--- config.mk ---
export PLATFORM = sky130hd
export DESIGN_NAME = sram_rr_arbiter_flat
export DESIGN_NICKNAME = d
export VERILOG_FILES = /design/src/rtl/sram_rr_arbiter_pkg.sv /design/src/rtl/sram_rr_arbiter_if.sv /design/src/rtl/sram_tag_fifo.sv /design/src/rtl/sram_rr_arbiter.sv /design/src/flat_wrapper.sv
export SDC_FILE = /design/constraint.sdc
export NUM_CORES = 1
export LEC_CHECK = 0
export ABC_AREA = 1
export BUFFER_PORTS_ARGS = -buffer_cell sky130_fd_sc_hd__buf_4
export CORE_UTILIZATION = 30
export DETAILED_ROUTE_END_ITERATION = 12
export PLACE_DENSITY = 0.62
export SETUP_SLACK_MARGIN = 0.15
export SYNTH_ARGS = -nofsm -noshare
export SYNTH_HDL_FRONTEND = slang
export SYNTH_SLANG_ARGS = --single-unit
--- constraint.sdc ---
create_clock -name sram_clock -period 5.2 [get_ports sram_clock]
set_input_delay 1.04 -clock sram_clock [delete_from_list [all_inputs] [get_ports sram_clock]]
set_output_delay 1.04 -clock sram_clock [all_outputs]
set_load 0.1 [all_outputs]
--- src/rtl/sram_rr_arbiter_pkg.sv ---
// sram_arb_pkg: shared defaults, command-register field layout and a width helper.
package sram_arb_pkg;
  localparam int NUM_W_DEF = 2;
  localparam int NUM_R_DEF = 2;
  localparam int CMD_VLD = 0;
  localparam int CMD_RD = 1;
  localparam int CMD_ADDR = 2;
  function automatic int clog2_min1(input int v);
    return v <= 2 ? 1 : $clog2(v);
  endfunction
endpackage

--- src/rtl/sram_rr_arbiter_if.sv ---
// sram_rr_arbiter_if: request channels, read-return steering and SRAM command port of the arbiter.
interface sram_rr_arbiter_if #(
  parameter int NUM_W     = 2,
  parameter int NUM_R     = 2,
  parameter int ADDR_W    = 18,
  parameter int DATA_W    = 32,
  parameter int MASK_W    = 4,
  parameter int TAG_DEPTH = 8
);
  logic [NUM_W-1:0]                 w_valid;
  logic [NUM_W-1:0]                 w_ready;
  logic [NUM_W*ADDR_W-1:0]          w_addr;
  logic [NUM_W*DATA_W-1:0]          w_data;
  logic [NUM_W*MASK_W-1:0]          w_mask;
  logic [NUM_R-1:0]                 r_valid;
  logic [NUM_R-1:0]                 r_ready;
  logic [NUM_R*ADDR_W-1:0]          r_addr;
  logic [NUM_R-1:0]                 r_dout_full;
  logic [NUM_R-1:0]                 r_dout_valid;
  logic [DATA_W-1:0]                r_dout;
  logic                             sram_addr_valid;
  logic                             sram_ready;
  logic [ADDR_W-1:0]                sram_addr;
  logic [DATA_W-1:0]                sram_data_in;
  logic [MASK_W-1:0]                sram_write_mask;
  logic [DATA_W-1:0]                sram_data_out;
  logic                             sram_data_out_valid;
  logic [$clog2(TAG_DEPTH+1)-1:0]   outstanding;
  logic                             tag_underflow;
  modport master (
    output w_valid, w_addr, w_data, w_mask, r_valid, r_addr, r_dout_full,
           sram_ready, sram_data_out, sram_data_out_valid,
    input  w_ready, r_ready, r_dout_valid, r_dout, sram_addr_valid, sram_addr,
           sram_data_in, sram_write_mask, outstanding, tag_underflow
  );
  modport slave (
    input  w_valid, w_addr, w_data, w_mask, r_valid, r_addr, r_dout_full,
           sram_ready, sram_data_out, sram_data_out_valid,
    output w_ready, r_ready, r_dout_valid, r_dout, sram_addr_valid, sram_addr,
           sram_data_in, sram_write_mask, outstanding, tag_underflow
  );
endinterface

--- src/rtl/sram_tag_fifo.sv ---
// sram_tag_fifo: power-of-two-depth FIFO; a push into a full FIFO is accepted when a pop coincides.
module sram_tag_fifo #(
  parameter int W     = 1,
  parameter int DEPTH = 8
) (
  input  logic                       clk,
  input  logic                       rst,
  input  logic                       push,
  input  logic                       pop,
  input  logic [W-1:0]               din,
  output logic [W-1:0]               dout,
  output logic                       full,
  output logic                       empty,
  output logic [$clog2(DEPTH+1)-1:0] count
);
  localparam int PW = $clog2(DEPTH);
  localparam int CW = $clog2(DEPTH + 1);
  logic [W-1:0] mem_q [DEPTH];
  logic [PW-1:0] wr_q, wr_d, rd_q, rd_d;
  logic [CW-1:0] cnt_q, cnt_d;
  logic do_push, do_pop;
  assign full = cnt_q == CW'(DEPTH);
  assign empty = cnt_q == '0;
  assign count = cnt_q;
  assign dout = mem_q[rd_q];
  always_comb begin
    do_pop = pop & ~empty;
    do_push = push & (~full | do_pop);
    wr_d = wr_q + PW'(do_push);
    rd_d = rd_q + PW'(do_pop);
    cnt_d = cnt_q + CW'(do_push) - CW'(do_pop);
  end
  always_ff @(posedge clk) begin
    if (rst) begin
      wr_q <= '0;
      rd_q <= '0;
      cnt_q <= '0;
    end else begin
      wr_q <= wr_d;
      rd_q <= rd_d;
      cnt_q <= cnt_d;
    end
  end
  always_ff @(posedge clk) if (do_push) mem_q[wr_q] <= din;
endmodule

--- src/rtl/sram_rr_arbiter.sv ---
// sram_rr_arbiter: round-robin arbitration of write/read channels onto one registered SRAM
// command port; read returns are steered by a FIFO of issued read channel IDs.
module sram_rr_arbiter
  import sram_arb_pkg::*;
#(
  parameter int NUM_W     = NUM_W_DEF,
  parameter int NUM_R     = NUM_R_DEF,
  parameter int ADDR_W    = 18,
  parameter int DATA_W    = 32,
  parameter int MASK_W    = 4,
  parameter int TAG_DEPTH = 8
) (
  input logic sram_clock,
  input logic reset,
  sram_rr_arbiter_if.slave bus
);
  localparam int N = NUM_W + NUM_R;
  localparam int GW = clog2_min1(N);
  localparam int TW = clog2_min1(NUM_R);
  localparam int CW = $clog2(TAG_DEPTH + 1);
  localparam int CMD_DATA = CMD_ADDR + ADDR_W;
  localparam int CMD_MASK = CMD_DATA + DATA_W;
  localparam int CMD_W = CMD_MASK + MASK_W;
  logic [CMD_W-1:0] cmd_q, cmd_d, ld;
  logic [GW-1:0] last_q, last_d, gnt_idx;
  logic uf_q, uf_d;
  logic [N-1:0] elig;
  logic can_load, grant, push, pop, full, empty;
  logic [TW-1:0] push_id, head;
  logic [CW-1:0] count;
  sram_tag_fifo #(.W(TW), .DEPTH(TAG_DEPTH)) u_tags (
    .clk(sram_clock), .rst(reset), .push(push), .pop(pop), .din(push_id),
    .dout(head), .full(full), .empty(empty), .count(count)
  );
  always_comb begin : arb
    int d;
    int best;
    elig = {bus.r_valid & ~bus.r_dout_full & {NUM_R{~full}}, bus.w_valid};
    can_load = ~cmd_q[CMD_VLD] | bus.sram_ready;
    // Winner is the eligible index at the smallest circular distance past last_q.
    best = N + 1;
    gnt_idx = last_q;
    for (int i = 0; i < N; i++) begin
      d = i - int'(last_q);
      d = d <= 0 ? d + N : d;
      if (elig[i] && d < best) begin
        best = d;
        gnt_idx = GW'(i);
      end
    end
    grant = best <= N && can_load && !reset;
    push = grant && int'(gnt_idx) >= NUM_W;
    push_id = TW'(int'(gnt_idx) - NUM_W);
    pop = bus.sram_data_out_valid & ~empty;
    bus.r_dout_valid = pop ? NUM_R'(1) << head : '0;
    ld = '0;
    ld[CMD_VLD] = 1'b1;
    for (int i = 0; i < NUM_W; i++) begin
      bus.w_ready[i] = grant && int'(gnt_idx) == i;
      if (int'(gnt_idx) == i) begin
        ld[CMD_ADDR +: ADDR_W] = bus.w_addr[i*ADDR_W +: ADDR_W];
        ld[CMD_DATA +: DATA_W] = bus.w_data[i*DATA_W +: DATA_W];
        ld[CMD_MASK +: MASK_W] = bus.w_mask[i*MASK_W +: MASK_W];
      end
    end
    for (int j = 0; j < NUM_R; j++) begin
      bus.r_ready[j] = grant && int'(gnt_idx) == NUM_W + j;
      if (int'(gnt_idx) == NUM_W + j) begin
        ld[CMD_RD] = 1'b1;
        ld[CMD_ADDR +: ADDR_W] = bus.r_addr[j*ADDR_W +: ADDR_W];
      end
    end
    cmd_d = grant ? ld : (bus.sram_ready ? '0 : cmd_q);
    last_d = grant ? gnt_idx : last_q;
    uf_d = uf_q | (bus.sram_data_out_valid & empty);
  end
  always_ff @(posedge sram_clock) begin
    if (reset) begin
      cmd_q <= '0;
      last_q <= GW'(N - 1);
      uf_q <= 1'b0;
    end else begin
      cmd_q <= cmd_d;
      last_q <= last_d;
      uf_q <= uf_d;
    end
  end
  assign bus.sram_addr_valid = cmd_q[CMD_VLD];
  assign bus.sram_addr = cmd_q[CMD_ADDR +: ADDR_W];
  assign bus.sram_data_in = cmd_q[CMD_RD] ? '0 : cmd_q[CMD_DATA +: DATA_W];
  assign bus.sram_write_mask = cmd_q[CMD_MASK +: MASK_W];
  assign bus.r_dout = bus.sram_data_out;
  assign bus.outstanding = count;
  assign bus.tag_underflow = uf_q;
endmodule
--- src/flat_wrapper.sv ---
// flat-port wrapper written by rule: the top's interface ports become plain ports
module sram_rr_arbiter_flat import sram_arb_pkg::*;
#(
  parameter int NUM_W     = NUM_W_DEF,
  parameter int NUM_R     = NUM_R_DEF,
  parameter int ADDR_W    = 18,
  parameter int DATA_W    = 32,
  parameter int MASK_W    = 4,
  parameter int TAG_DEPTH = 8
)
  (sram_clock, reset, bus_w_valid, bus_w_addr, bus_w_data, bus_w_mask, bus_r_valid, bus_r_addr, bus_r_dout_full, bus_sram_ready, bus_sram_data_out, bus_sram_data_out_valid, bus_w_ready, bus_r_ready, bus_r_dout_valid, bus_r_dout, bus_sram_addr_valid, bus_sram_addr, bus_sram_data_in, bus_sram_write_mask, bus_outstanding, bus_tag_underflow);
  sram_rr_arbiter_if #(.NUM_W(NUM_W), .NUM_R(NUM_R), .ADDR_W(ADDR_W), .DATA_W(DATA_W), .MASK_W(MASK_W), .TAG_DEPTH(TAG_DEPTH)) bus_i ();
  input logic sram_clock;
  input logic reset;
  input wire logic [$bits(bus_i.w_valid)-1:0] bus_w_valid;
  input wire logic [$bits(bus_i.w_addr)-1:0] bus_w_addr;
  input wire logic [$bits(bus_i.w_data)-1:0] bus_w_data;
  input wire logic [$bits(bus_i.w_mask)-1:0] bus_w_mask;
  input wire logic [$bits(bus_i.r_valid)-1:0] bus_r_valid;
  input wire logic [$bits(bus_i.r_addr)-1:0] bus_r_addr;
  input wire logic [$bits(bus_i.r_dout_full)-1:0] bus_r_dout_full;
  input wire logic [$bits(bus_i.sram_ready)-1:0] bus_sram_ready;
  input wire logic [$bits(bus_i.sram_data_out)-1:0] bus_sram_data_out;
  input wire logic [$bits(bus_i.sram_data_out_valid)-1:0] bus_sram_data_out_valid;
  output wire logic [$bits(bus_i.w_ready)-1:0] bus_w_ready;
  output wire logic [$bits(bus_i.r_ready)-1:0] bus_r_ready;
  output wire logic [$bits(bus_i.r_dout_valid)-1:0] bus_r_dout_valid;
  output wire logic [$bits(bus_i.r_dout)-1:0] bus_r_dout;
  output wire logic [$bits(bus_i.sram_addr_valid)-1:0] bus_sram_addr_valid;
  output wire logic [$bits(bus_i.sram_addr)-1:0] bus_sram_addr;
  output wire logic [$bits(bus_i.sram_data_in)-1:0] bus_sram_data_in;
  output wire logic [$bits(bus_i.sram_write_mask)-1:0] bus_sram_write_mask;
  output wire logic [$bits(bus_i.outstanding)-1:0] bus_outstanding;
  output wire logic [$bits(bus_i.tag_underflow)-1:0] bus_tag_underflow;
  assign bus_i.w_valid = bus_w_valid;
  assign bus_i.w_addr = bus_w_addr;
  assign bus_i.w_data = bus_w_data;
  assign bus_i.w_mask = bus_w_mask;
  assign bus_i.r_valid = bus_r_valid;
  assign bus_i.r_addr = bus_r_addr;
  assign bus_i.r_dout_full = bus_r_dout_full;
  assign bus_i.sram_ready = bus_sram_ready;
  assign bus_i.sram_data_out = bus_sram_data_out;
  assign bus_i.sram_data_out_valid = bus_sram_data_out_valid;
  assign bus_w_ready = bus_i.w_ready;
  assign bus_r_ready = bus_i.r_ready;
  assign bus_r_dout_valid = bus_i.r_dout_valid;
  assign bus_r_dout = bus_i.r_dout;
  assign bus_sram_addr_valid = bus_i.sram_addr_valid;
  assign bus_sram_addr = bus_i.sram_addr;
  assign bus_sram_data_in = bus_i.sram_data_in;
  assign bus_sram_write_mask = bus_i.sram_write_mask;
  assign bus_outstanding = bus_i.outstanding;
  assign bus_tag_underflow = bus_i.tag_underflow;
  sram_rr_arbiter #(.NUM_W(NUM_W), .NUM_R(NUM_R), .ADDR_W(ADDR_W), .DATA_W(DATA_W), .MASK_W(MASK_W), .TAG_DEPTH(TAG_DEPTH)) u_core (.sram_clock(sram_clock), .reset(reset), .bus(bus_i));
endmodule
==> metrics.yaml, run 1 <==
detailed_routing:
  wire_per_inst_microns: 12.9
  drt_iter0_drc: 237
  drc: 0
  vias: 5770
  wirelength_microns: 16600
  ant_nets: 0
  first_pass_iters: 4
  viasPerCell: 4.47
sta:
  slew_viol_final: 0
  worst_pin_slew_ns: 1.08
  hold-worst-slack_ns: 0.454
  rsz0062_at_grt: "yes"
  clock_skew_ns: 0.00587
  setup_viol: 0
  finalSetupTns_ns: 0
  hold_viol: 0
  slew_headroom_pct: 27.9
  fin_crit_sh_pct: 94.0
  max_freq_ghz: 0.205
  layout_min_cycle_time_ns: 4.89
critical_path:
  start_kind: "input pin"
  worst_setup_path_end_kind: "primary output"
  r2r_cells: 36
  cp_slowest_cell: "buf_12"
  crit_type: "input pin to primary output"
  cp_data_arrival_time_ns: 3.85
  cp.required_ns: 4.16
  slowest_delay_ns: 0.18
  cp_common_cell: "nand2_2"
  worstPathMaxFanout: 8
global_routing:
  antenna_found_initial: 0
  grt-ovfl-total: 0
  grt_max_degree: 67
  grt_pass1_vias: 5156
  grt_pass1_wl_microns: 25000
  grt_use_total_pct: 16.9
floorplanning:
  rows: 49
  ios: 284
  core_sq_mm: 0.0180
  floorplan.die_area_sq_mm: 0.0190
  die_w_microns: 138
  start_util_pct: 30.7
  dieHeight_microns: 138
place:
  io_buffers: 219
  dpl_cell_area_sq_mm: 0.00701
  dpl.hpwl_microns: 11400
  globalplace.congestion: 0.875
cells_and_area:
  antenna_cells: 0
  fill_cells: 1960
  areaGrowthSynthToFinish_pct: 37.0
  nNetsFinal: 1263
  final_util_pct: 42.1
  drive_gt1_share_pct: 29.9
  stdcell_area_sq_mm: 0.00759
logic_synthesis:
  ys_seq_area_share_pct: 29.3
  yosysWarnings: 0
  synthDistinctLibCells: 34
  synth-edff-count: 8
  ys_seq_elements: 77
  synth_ff_type: "dfxtp_1"
  syn_inst: 898
  synth_area_sq_mm: 0.00554
  async_flop_share_pct: 0
  syn-num-nets: 1105
  avgSynthCellArea_sq_um: 6.17
power:
  cellLeakagePower_nw: 3.92
  power_density_mw_per_mm2: 492
  fin_total_pwr_mw: 3.73
  peakVddDrop_v: 0.000591
cts:
  root_buffer: "clkbuf_16"
  clock_path_buffers: 2
  cts_tree: "yes"
  clk_pin_slew_ns: 0.06
  cts_buffers: 9
  cts_sinks: 77
  clk_latency_ns: 0.34
  htreeDepth: 3
job:
  drv_cap: 0
worst_hold_path:
  hold_depth: 2
  min_path_type: "register to register"
run_status:
  outcome: "finished, final reports clean"
[synthesized netlist by cell type (2+ instances only)]
cell type / n / area share, %
ha_1: 20 / 4.5
o211ai_1: 2 / 0.27
edfxtp_1: 8 / 4.3
inv_2: 4 / 0.27
nand2_2: 4 / 0.45
o21ai_1: 2 / 0.18
dfxtp_1: 69 / 25
a21oi_1: 76 / 6.9
o21ai_0: 30 / 2.7
nand2_1: 234 / 16
buf_4: 62 / 8.4
nand3_1: 101 / 9.1
buf_2: 15 / 1.4
clkbuf_1: 20 / 1.4
nor2_1: 81 / 5.5
conb_1: 2 / 0.14
buf_6: 5 / 1.0
buf_1: 2 / 0.14
inv_1: 141 / 9.6
o32ai_1: 2 / 0.32
nor3_1: 4 / 0.36
xnor2_1: 2 / 0.32
[repair_timing]
item	4_1_cts	5_1_grt
resized for setup	14	30
hold buffers	0	0
endpoints found under the setup margin	4	7
pin swaps	5	15
setup buffers	6	11
[flip-flops by register name, indices dropped and copies added, names as in the netlist]
register,cells
u_core.cmd_q,56
u_core.u_tags.mem_q,8
u_core.u_tags.count,4
u_core.u_tags.rd_q,3
u_core.u_tags.wr_q,3
u_core.last_q,2
u_core.bus.tag_underflow,1
[report_power, final]
part           internal (mW)  switching [mW]
Clock                  0.371           0.256
Combinational          0.666            1.66
Sequential             0.716          0.0637
Total                   1.75            1.98
[per-layer routing]
metal	routed length (microns)	GRT usage, %	vias to the layer above
met5	0	0	-
met1	7070	19.8	2574
met4	167	4.11	0
met3	1160	5.48	15
met2	8250	29.5	148
li1	-	-	3033
[final cells by class]
class | count | area (sq um) | area share [%]
Sequential cell | 77 | 1630 | 21.4
Multi-Input combinational cell | 572 | 2890 | 38.0
Clock inverter | 6 | 63.8 | 0.841
Timing Repair Buffer | 251 | 1930 | 25.5
Clock buffer | 10 | 229 | 3.02
Tap cell | 229 | 287 | 3.78
Inverter | 145 | 564 | 7.44
[placed cells by master (no fill, tap or decap), types with 8 or more instances in the layout]
cell type  instances
a21oi_1           76
buf_4            244
clkbuf_16          9
dfxtp_1           67
edfxtp_1           8
ha_1              16
inv_1            135
nand2_1          221
nand2_2           14
nand3_1           98
nor2_1            78
o21ai_0           28
[worst max-delay path: cells and delay by family]
family,cells,cell delay [ns]
adder cells (fa/ha/maj),2,0.31
AND/OR/NAND/NOR,21,1.89
buffers and inverters,6,0.53
AO/OA/AOI/OAI,1,0.06
[cells by family after synthesis]
group / Yosys count / synth area share, %
other cells: 2 / 0.136
xor+xnor: 3 / 0.475
buf+inv: 249 / 22.1
flops: 77 / 29.3
fa+ha+maj: 21 / 4.88
compound gates: 116 / 10.9
simple gates: 430 / 32.3
[path summary, 6_finish.rpt]
path,start,end,slack [ns]
worst min register to register,u_core.bus.tag_underflow,u_core.bus.tag_underflow,0.45
worst max register to register,u_core.last_q[0],u_core.u_tags.count[2],0.67
worst max-delay path,bus_w_valid[0],bus_r_ready[1],0.31
worst min-delay path,u_core.bus.tag_underflow,u_core.bus.tag_underflow,0.45
[metrics by stage]
step                worst slack (ns)  instances
finish                         0.310       1290
global placement               0.164       1257
CTS                            0.166       1279
detailed placement            0.0903       1257
global route                  0.0641       1290
floorplan                     0.0584        898
Note: power is estimated with default switching activity, not from simulation.
==> inputs of run 2 (changes only) <==
--- a/config.mk
+++ b/config.mk
@@ -9,7 +9,7 @@
 export BUFFER_PORTS_ARGS = -buffer_cell sky130_fd_sc_hd__buf_4
 export CORE_UTILIZATION = 30
 export DETAILED_ROUTE_END_ITERATION = 12
-export PLACE_DENSITY = 0.62
+export PLACE_DENSITY = 0.69
 export SETUP_SLACK_MARGIN = 0.15
 export SYNTH_ARGS = -nofsm -noshare
 export SYNTH_HDL_FRONTEND = slang
==> run 2 against run 1 <==
Net effect:
- non-clock buffer count is 6 lower
- hold slack worse by 0.0020 ns
- sequential power about the same
- setup slack got worse by 0.018 ns
- flip-flop and latch count did not move
- register-to-register slack worse by 0.14 ns
- cell count is 0.54% lower
- sequential share of layout area increased by 0.19 points
- core utilization fell by 0.30 points
- via count rose by 1.6%
- fmax down 0.36%
- first-iteration DRC count is 26% higher
- critical endpoint is now bus_w_ready[0]
==> metrics.yaml, run 2 (synthesis gave the netlist of run 1 again) <==
power:
  p_int_mw: 1.77  # was 1.75 mW
  power_density_mw_per_mm2: 497  # was 492 mW/mm^2
  netSwitchingFraction_pct: 52.8  # was 53.0%
  seq_power_share_pct: 20.9  # about the same
  combinationalPowerShare_pct: 61.9  # was 62.3%
  peakVddDrop_v: 0.000488  # was 0.000591 V
  cellLeakagePower_nw: 3.89  # was 3.92 nW
  power_switching_mw: 1.98  # about the same
  clock_power_share_pct: 17.2  # was 16.8%
cts:
  clk_latency_ns: 0.34  # about the same
  cts_tree: "yes"  # unchanged
  cts_sinks: 77  # unchanged
  root_buffer: "clkbuf_16"  # unchanged
  clock_path_buffers: 2  # unchanged
  holdBufCountCts: 0  # unchanged
  cts_buffers: 9  # unchanged
  htreeDepth: 3  # unchanged
  clk_pin_slew_ns: 0.06  # about the same
sta:
  clock_skew_ns: 0.00615  # was 0.00587 ns
  max_freq_ghz: 0.204  # was 0.205 GHz
  setup_viol: 0  # unchanged
  fin_crit_sh_pct: 94.4  # was 94.0%
  rsz0062_at_grt: "yes"  # unchanged
  hold-worst-slack_ns: 0.452  # was 0.454 ns
  hold_viol: 0  # unchanged
  slew_headroom_pct: 30.3  # was 27.9%
  layout_min_cycle_time_ns: 4.91  # was 4.89 ns
  slew_viol_final: 0  # unchanged
  finalSetupTns_ns: 0  # unchanged
  worst_pin_slew_ns: 1.04  # was 1.08 ns
global_routing:
  antenna_found_initial: 0  # unchanged
  grt_pass1_wl_microns: 25200  # was 25000 microns
  grt_max_degree: 68  # was 67
  grt_pass1_vias: 5207  # was 5156
  grt-ovfl-total: 0  # unchanged
  grt_use_total_pct: 17.0  # was 16.9%
cells_and_area:
  final_util_pct: 41.8  # was 42.1%
  regMostFlops: "u_core.cmd_q"  # unchanged
  final_cells: 1283  # was 1290
  antenna_cells: 0  # unchanged
  final_cell_mix: "buf_4, nand2_1, inv_1, nand3_1, nor2_1"  # unchanged
  areaGrowthSynthToFinish_pct: 36.0  # was 37.0%
  nNetsFinal: 1257  # was 1263
  drive_gt1_share_pct: 29.0  # was 29.9%
  largest_reg_flops: 56  # unchanged
  stdcell_area_sq_mm: 0.00753  # was 0.00759 sq mm
  final_common_cell: "buf_4"  # unchanged
critical_path:
  slowest_delay_ns: 0.25  # was 0.18 ns
  crit_type: "input pin to primary output"  # unchanged
  worst_setup_path_end_kind: "primary output"  # unchanged
  crit_family: "simple AND/OR/NAND/NOR gates"  # unchanged
  worstPathMaxFanout: 7  # was 8
  cp.required_ns: 4.16  # about the same
  start_kind: "input pin"  # unchanged
  crit_buf_inv: 3  # was 6
  cp_data_arrival_time_ns: 3.87  # was 3.85 ns
  cp_slowest_cell: "buf_6"  # was buf_12
place:
  dpl.cell_count: 1256  # was 1257
  io_buffers: 219  # unchanged
  globalplace.congestion: 0.876  # was 0.875
  dpl_cell_area_sq_mm: 0.00699  # was 0.00701 sq mm
  dpl.hpwl_microns: 11600  # was 11400 microns
job:
  drv_cap: 0  # unchanged
floorplanning:
  dieHeight_microns: 138  # unchanged
  core_sq_mm: 0.0180  # unchanged
  start_util_pct: 30.7  # unchanged
  ios: 284  # unchanged
  rows: 49  # unchanged
  die_w_microns: 138  # unchanged
  floorplan.die_area_sq_mm: 0.0190  # unchanged
run_status:
  outcome: "finished, final reports clean"  # unchanged
detailed_routing:
  wire_per_inst_microns: 12.9  # about the same
  viasPerCell: 4.57  # was 4.47
  first_pass_iters: 5  # was 4
  drt_iter0_drc: 298  # was 237
  drc: 0  # unchanged
  wirelength_microns: 16600  # about the same
  ant_nets: 0  # unchanged
  vias: 5863  # was 5770
worst_hold_path:
  min_path_type: "register to register"  # unchanged
## run 2: changes by cell type in the layout (fill, tap and decap cells not counted), moves of 2 or more
cell and delta:
buf_4 -4, clkbuf_8 +2, clkinv_2 -2, nand2_1 +3
nand2_2 -3, nand3_1 +2, nand3_2 -2
## run 2: per-layer routing
metal | vias up | wire (microns) | track usage (%)
li1 | 3019 | - | -
met1 | 2650 | 7190 | 20.3
met2 | 170 | 8100 | 29.3
met3 | 24 | 1050 | 4.57
met4 | 0 | 261 | 5.37
met5 | - | 0 | 0
## run 2: final timing paths
check | startpoint | to | slack [ns] | depth (start not counted)
max | bus_w_valid[0] | bus_w_ready[0] | 0.29 | 26
min reg2reg | u_core.bus.tag_underflow | u_core.bus.tag_underflow | 0.45 | 2
max reg2reg | u_core.last_q[1] | u_core.u_tags.count[2] | 0.53 | 36
min | u_core.bus.tag_underflow | u_core.bus.tag_underflow | 0.45 | 2
## run 2: final cells by class
type / count / area [sq um]
Multi-Input combinational cell: 572 / 2880
Inverter: 145 / 567
Clock buffer: 12 / 256
Fill cell: 1965 / 10500
Timing Repair Buffer: 245 / 1870
Sequential cell: 77 / 1630
Clock inverter: 3 / 45.0
Tap cell: 229 / 287
## run 2: what timing repair did
action                                  in CTS  in global routing
gates resized for setup                     13                 31
endpoints found under the setup margin       4                  7
setup buffers                                4                  8
pin swaps                                    4                 25
## run 2: metrics by stage
step,setup slack [ns],power (mW)
after floorplan,0.0584,2.66
after global placement,0.190,2.98
after detailed placement,0.0781,3.00
after CTS,0.151,3.70
after global routing,0.102,4.02
final,0.292,3.74
## run 2: power by group through the flow
stage                     combinational, mW  clock, mW  sequential [mW]
after CTS                              2.25      0.668            0.782
final                                  2.32      0.644            0.783
after global placement                 2.19          0            0.795
after detailed placement               2.20          0            0.800
after global routing                   2.53      0.694            0.797
after floorplan                        1.76          0            0.901
## run 2: tightest hold or removal path: stages, from the launching register on
cell     delay (ns)
dfxtp_1        0.31
inv_1          0.05
a21oi_1        0.05
==> inputs of run 3 (changes only) <==
--- a/config.mk
+++ b/config.mk
@@ -7,6 +7,7 @@
 export LEC_CHECK = 0
 export ABC_AREA = 1
 export BUFFER_PORTS_ARGS = -buffer_cell sky130_fd_sc_hd__buf_4
+export CORE_MARGIN = 2
 export CORE_UTILIZATION = 30
 export DETAILED_ROUTE_END_ITERATION = 12
 export PLACE_DENSITY = 0.69
==> run 3 against run 2 <==
Net effect:
- power up 0.57%
- die area grew 2.9%
- critical path depth is 3 higher
- count of clock-buffer cells in the layout down 2
- critical path type is now register to primary output
==> metrics.yaml, run 3 (synthesis gave the netlist of run 1 again) <==
power:
  cellLeakagePower_nw: 3.93  # was 3.89 nW
  peakVddDrop_v: 0.000549  # was 0.000488 V
  fin_total_pwr_mw: 3.76  # was 3.74 mW
  power_density_mw_per_mm2: 495  # was 497 mW/mm^2
cells_and_area:
  regMostFlops: "u_core.cmd_q"  # unchanged
  final_cells: 1288  # was 1283
  final_common_cell: "buf_4"  # unchanged
  final_util_pct: 42.2  # was 41.8%
  drive_gt1_share_pct: 29.6  # was 29.0%
  fill_cells: 1934  # was 1965
  areaGrowthSynthToFinish_pct: 37.4  # was 36.0%
  nNetsFinal: 1261  # was 1257
  multiInputGateArea_sq_mm: 0.00291  # was 0.00288 sq mm
  register_area_sq_mm: 0.00163  # unchanged
  largest_reg_flops: 56  # unchanged
  final_cell_mix: "buf_4, nand2_1, inv_1, nand3_1, nor2_1"  # unchanged
  antenna_cells: 0  # unchanged
critical_path:
  crit_type: "register to primary output"  # was input pin to primary output
  r2r_cells: 36  # unchanged
  start_kind: "register"  # was input pin
  cp.required_ns: 4.16  # about the same
  crit-reg2reg-launch: "u_core.last_q[1]"  # unchanged
  rr_endpoint: "u_core.u_tags.count[2]"  # unchanged
  cp_data_arrival_time_ns: 3.85  # was 3.87 ns
  worst_setup_path_end_kind: "primary output"  # unchanged
  slowest_delay_ns: 0.38  # was 0.25 ns
  cp_common_cell: "nand2_2"
  startpoint: "u_core.last_q[1]"  # was bus_w_valid[0]
  cp_slowest_cell: "dfxtp_4"  # was buf_6
  worstPathMaxFanout: 6  # was 7
  r2r_slack_ns: 0.53  # about the same
  crit_family: "simple AND/OR/NAND/NOR gates"  # unchanged
  crit_buf_inv: 4  # was 3
detailed_routing:
  vias: 5950  # was 5863
  first_pass_iters: 4  # was 5
  ant_nets: 0  # unchanged
  drt_iter0_drc: 243  # was 298
  wirelength_microns: 16900  # was 16600 microns
  viasPerCell: 4.62  # was 4.57
  drc: 0  # unchanged
  wire_per_inst_microns: 13.1  # was 12.9 microns
cts:
  htreeDepth: 3  # unchanged
  cts_sinks: 77  # unchanged
  cts_tree: "yes"  # unchanged
  root_buffer: "clkbuf_16"  # unchanged
  clock_path_buffers: 2  # unchanged
  cts_buffers: 9  # unchanged
  holdBufCountCts: 0  # unchanged
  clk_latency_ns: 0.34  # about the same
  clk_pin_slew_ns: 0.06  # about the same
sta:
  slew_viol_final: 0  # unchanged
  finalSetupTns_ns: 0  # unchanged
  worst_pin_slew_ns: 1.03  # was 1.04 ns
  max_freq_ghz: 0.205  # was 0.204 GHz
  setup_viol: 0  # unchanged
  clock_skew_ns: 0.00376  # was 0.00615 ns
  rsz0062_at_grt: "no"  # was yes
  layout_min_cycle_time_ns: 4.89  # was 4.91 ns
  hold-worst-slack_ns: 0.454  # was 0.452 ns
  slew_headroom_pct: 31.3  # was 30.3%
  hold_viol: 0  # unchanged
  fin_crit_sh_pct: 94.0  # was 94.4%
floorplanning:
  start_util_pct: 30.7  # unchanged
  core_sq_mm: 0.0180  # unchanged
  dieHeight_microns: 140  # was 138 microns
  rows: 49  # unchanged
  die_w_microns: 140  # was 138 microns
  ios: 284  # unchanged
  floorplan.die_area_sq_mm: 0.0196  # was 0.0190 sq mm
place:
  io_buffers: 219  # unchanged
  dpl.hpwl_microns: 11900  # was 11600 microns
  dpl.cell_count: 1256  # unchanged
  globalplace.congestion: 0.881  # was 0.876
worst_hold_path:
  worstHoldStart: "u_core.bus.tag_underflow"  # unchanged
  hold_depth: 2  # unchanged
  min_path_type: "register to register"  # unchanged
  whs_endpoint: "u_core.bus.tag_underflow"  # unchanged
global_routing:
  antenna_found_initial: 0  # unchanged
  grt_use_total_pct: 17.0  # about the same
  grt-ovfl-total: 0  # unchanged
  grt_pass1_wl_microns: 27100  # was 25200 microns
  grt_pass1_vias: 5743  # was 5207
  grt_max_degree: 67  # was 68
job:
  drv_cap: 0  # unchanged
run_status:
  outcome: "finished, final reports clean"  # unchanged
==> run 3: repair_timing <==
action	4_1_cts	5_1_grt
setup endpoints to repair	5	7
setup buffers	5	11
pin swaps	4	25
resized for setup	16	35
==> run 3: cell type report <==
cell class                 instances  area share [%]
multi-input combinational        572            38.3
timing repair buffer             249            25.2
sequential                        77            21.4
inverter                         145            7.51
tap                              229            3.76
clock buffer                      10            3.01
clock inverter                     6           0.822
==> run 3: how the worst max path moves through the flow <==
stage | endpoint | depth (start not counted)
floorplan | bus_r_ready[0] | 27
global placement | bus_r_ready[1] | 29
detailed placement | bus_r_ready[1] | 29
CTS | bus_r_ready[1] | 31
global route | bus_r_ready[1] | 29
finish | bus_r_ready[1] | 29
==> run 3: power breakdown <==
part	internal [mW]	leakage [nW]	total, mW	switching, mW
sequential	0.717	0.634	0.784	0.0669
clock	0.371	0.137	0.630	0.259
combinational	0.673	3.16	2.35	1.68
total	1.76	3.93	3.76	2.00
==> run 3: layer usage <==
metal	GRT usage (%)	part of all wire [%]	wire length (microns)	vias up
met4	6.32	2.9	497	0
met3	5.33	7.3	1230	44
met2	30.0	48	8150	186
li1	-	-	-	3025
met5	0	0	0	-
met1	19.1	42	7020	2695
==> run 3: worst min-delay path, cell delays in order, from the launching register on <==
cell	delay, ns
dfxtp_1	0.31
inv_1	0.05
a21oi_1	0.05
==> run 3: stage by stage <==
step	setup slack, ns	cell area [sq um]
floorplan	0.0584	5610
global placement	0.188	7000
detailed placement	0.0813	7000
CTS	0.155	7380
global route	0.110	7610
finish	0.315	7610
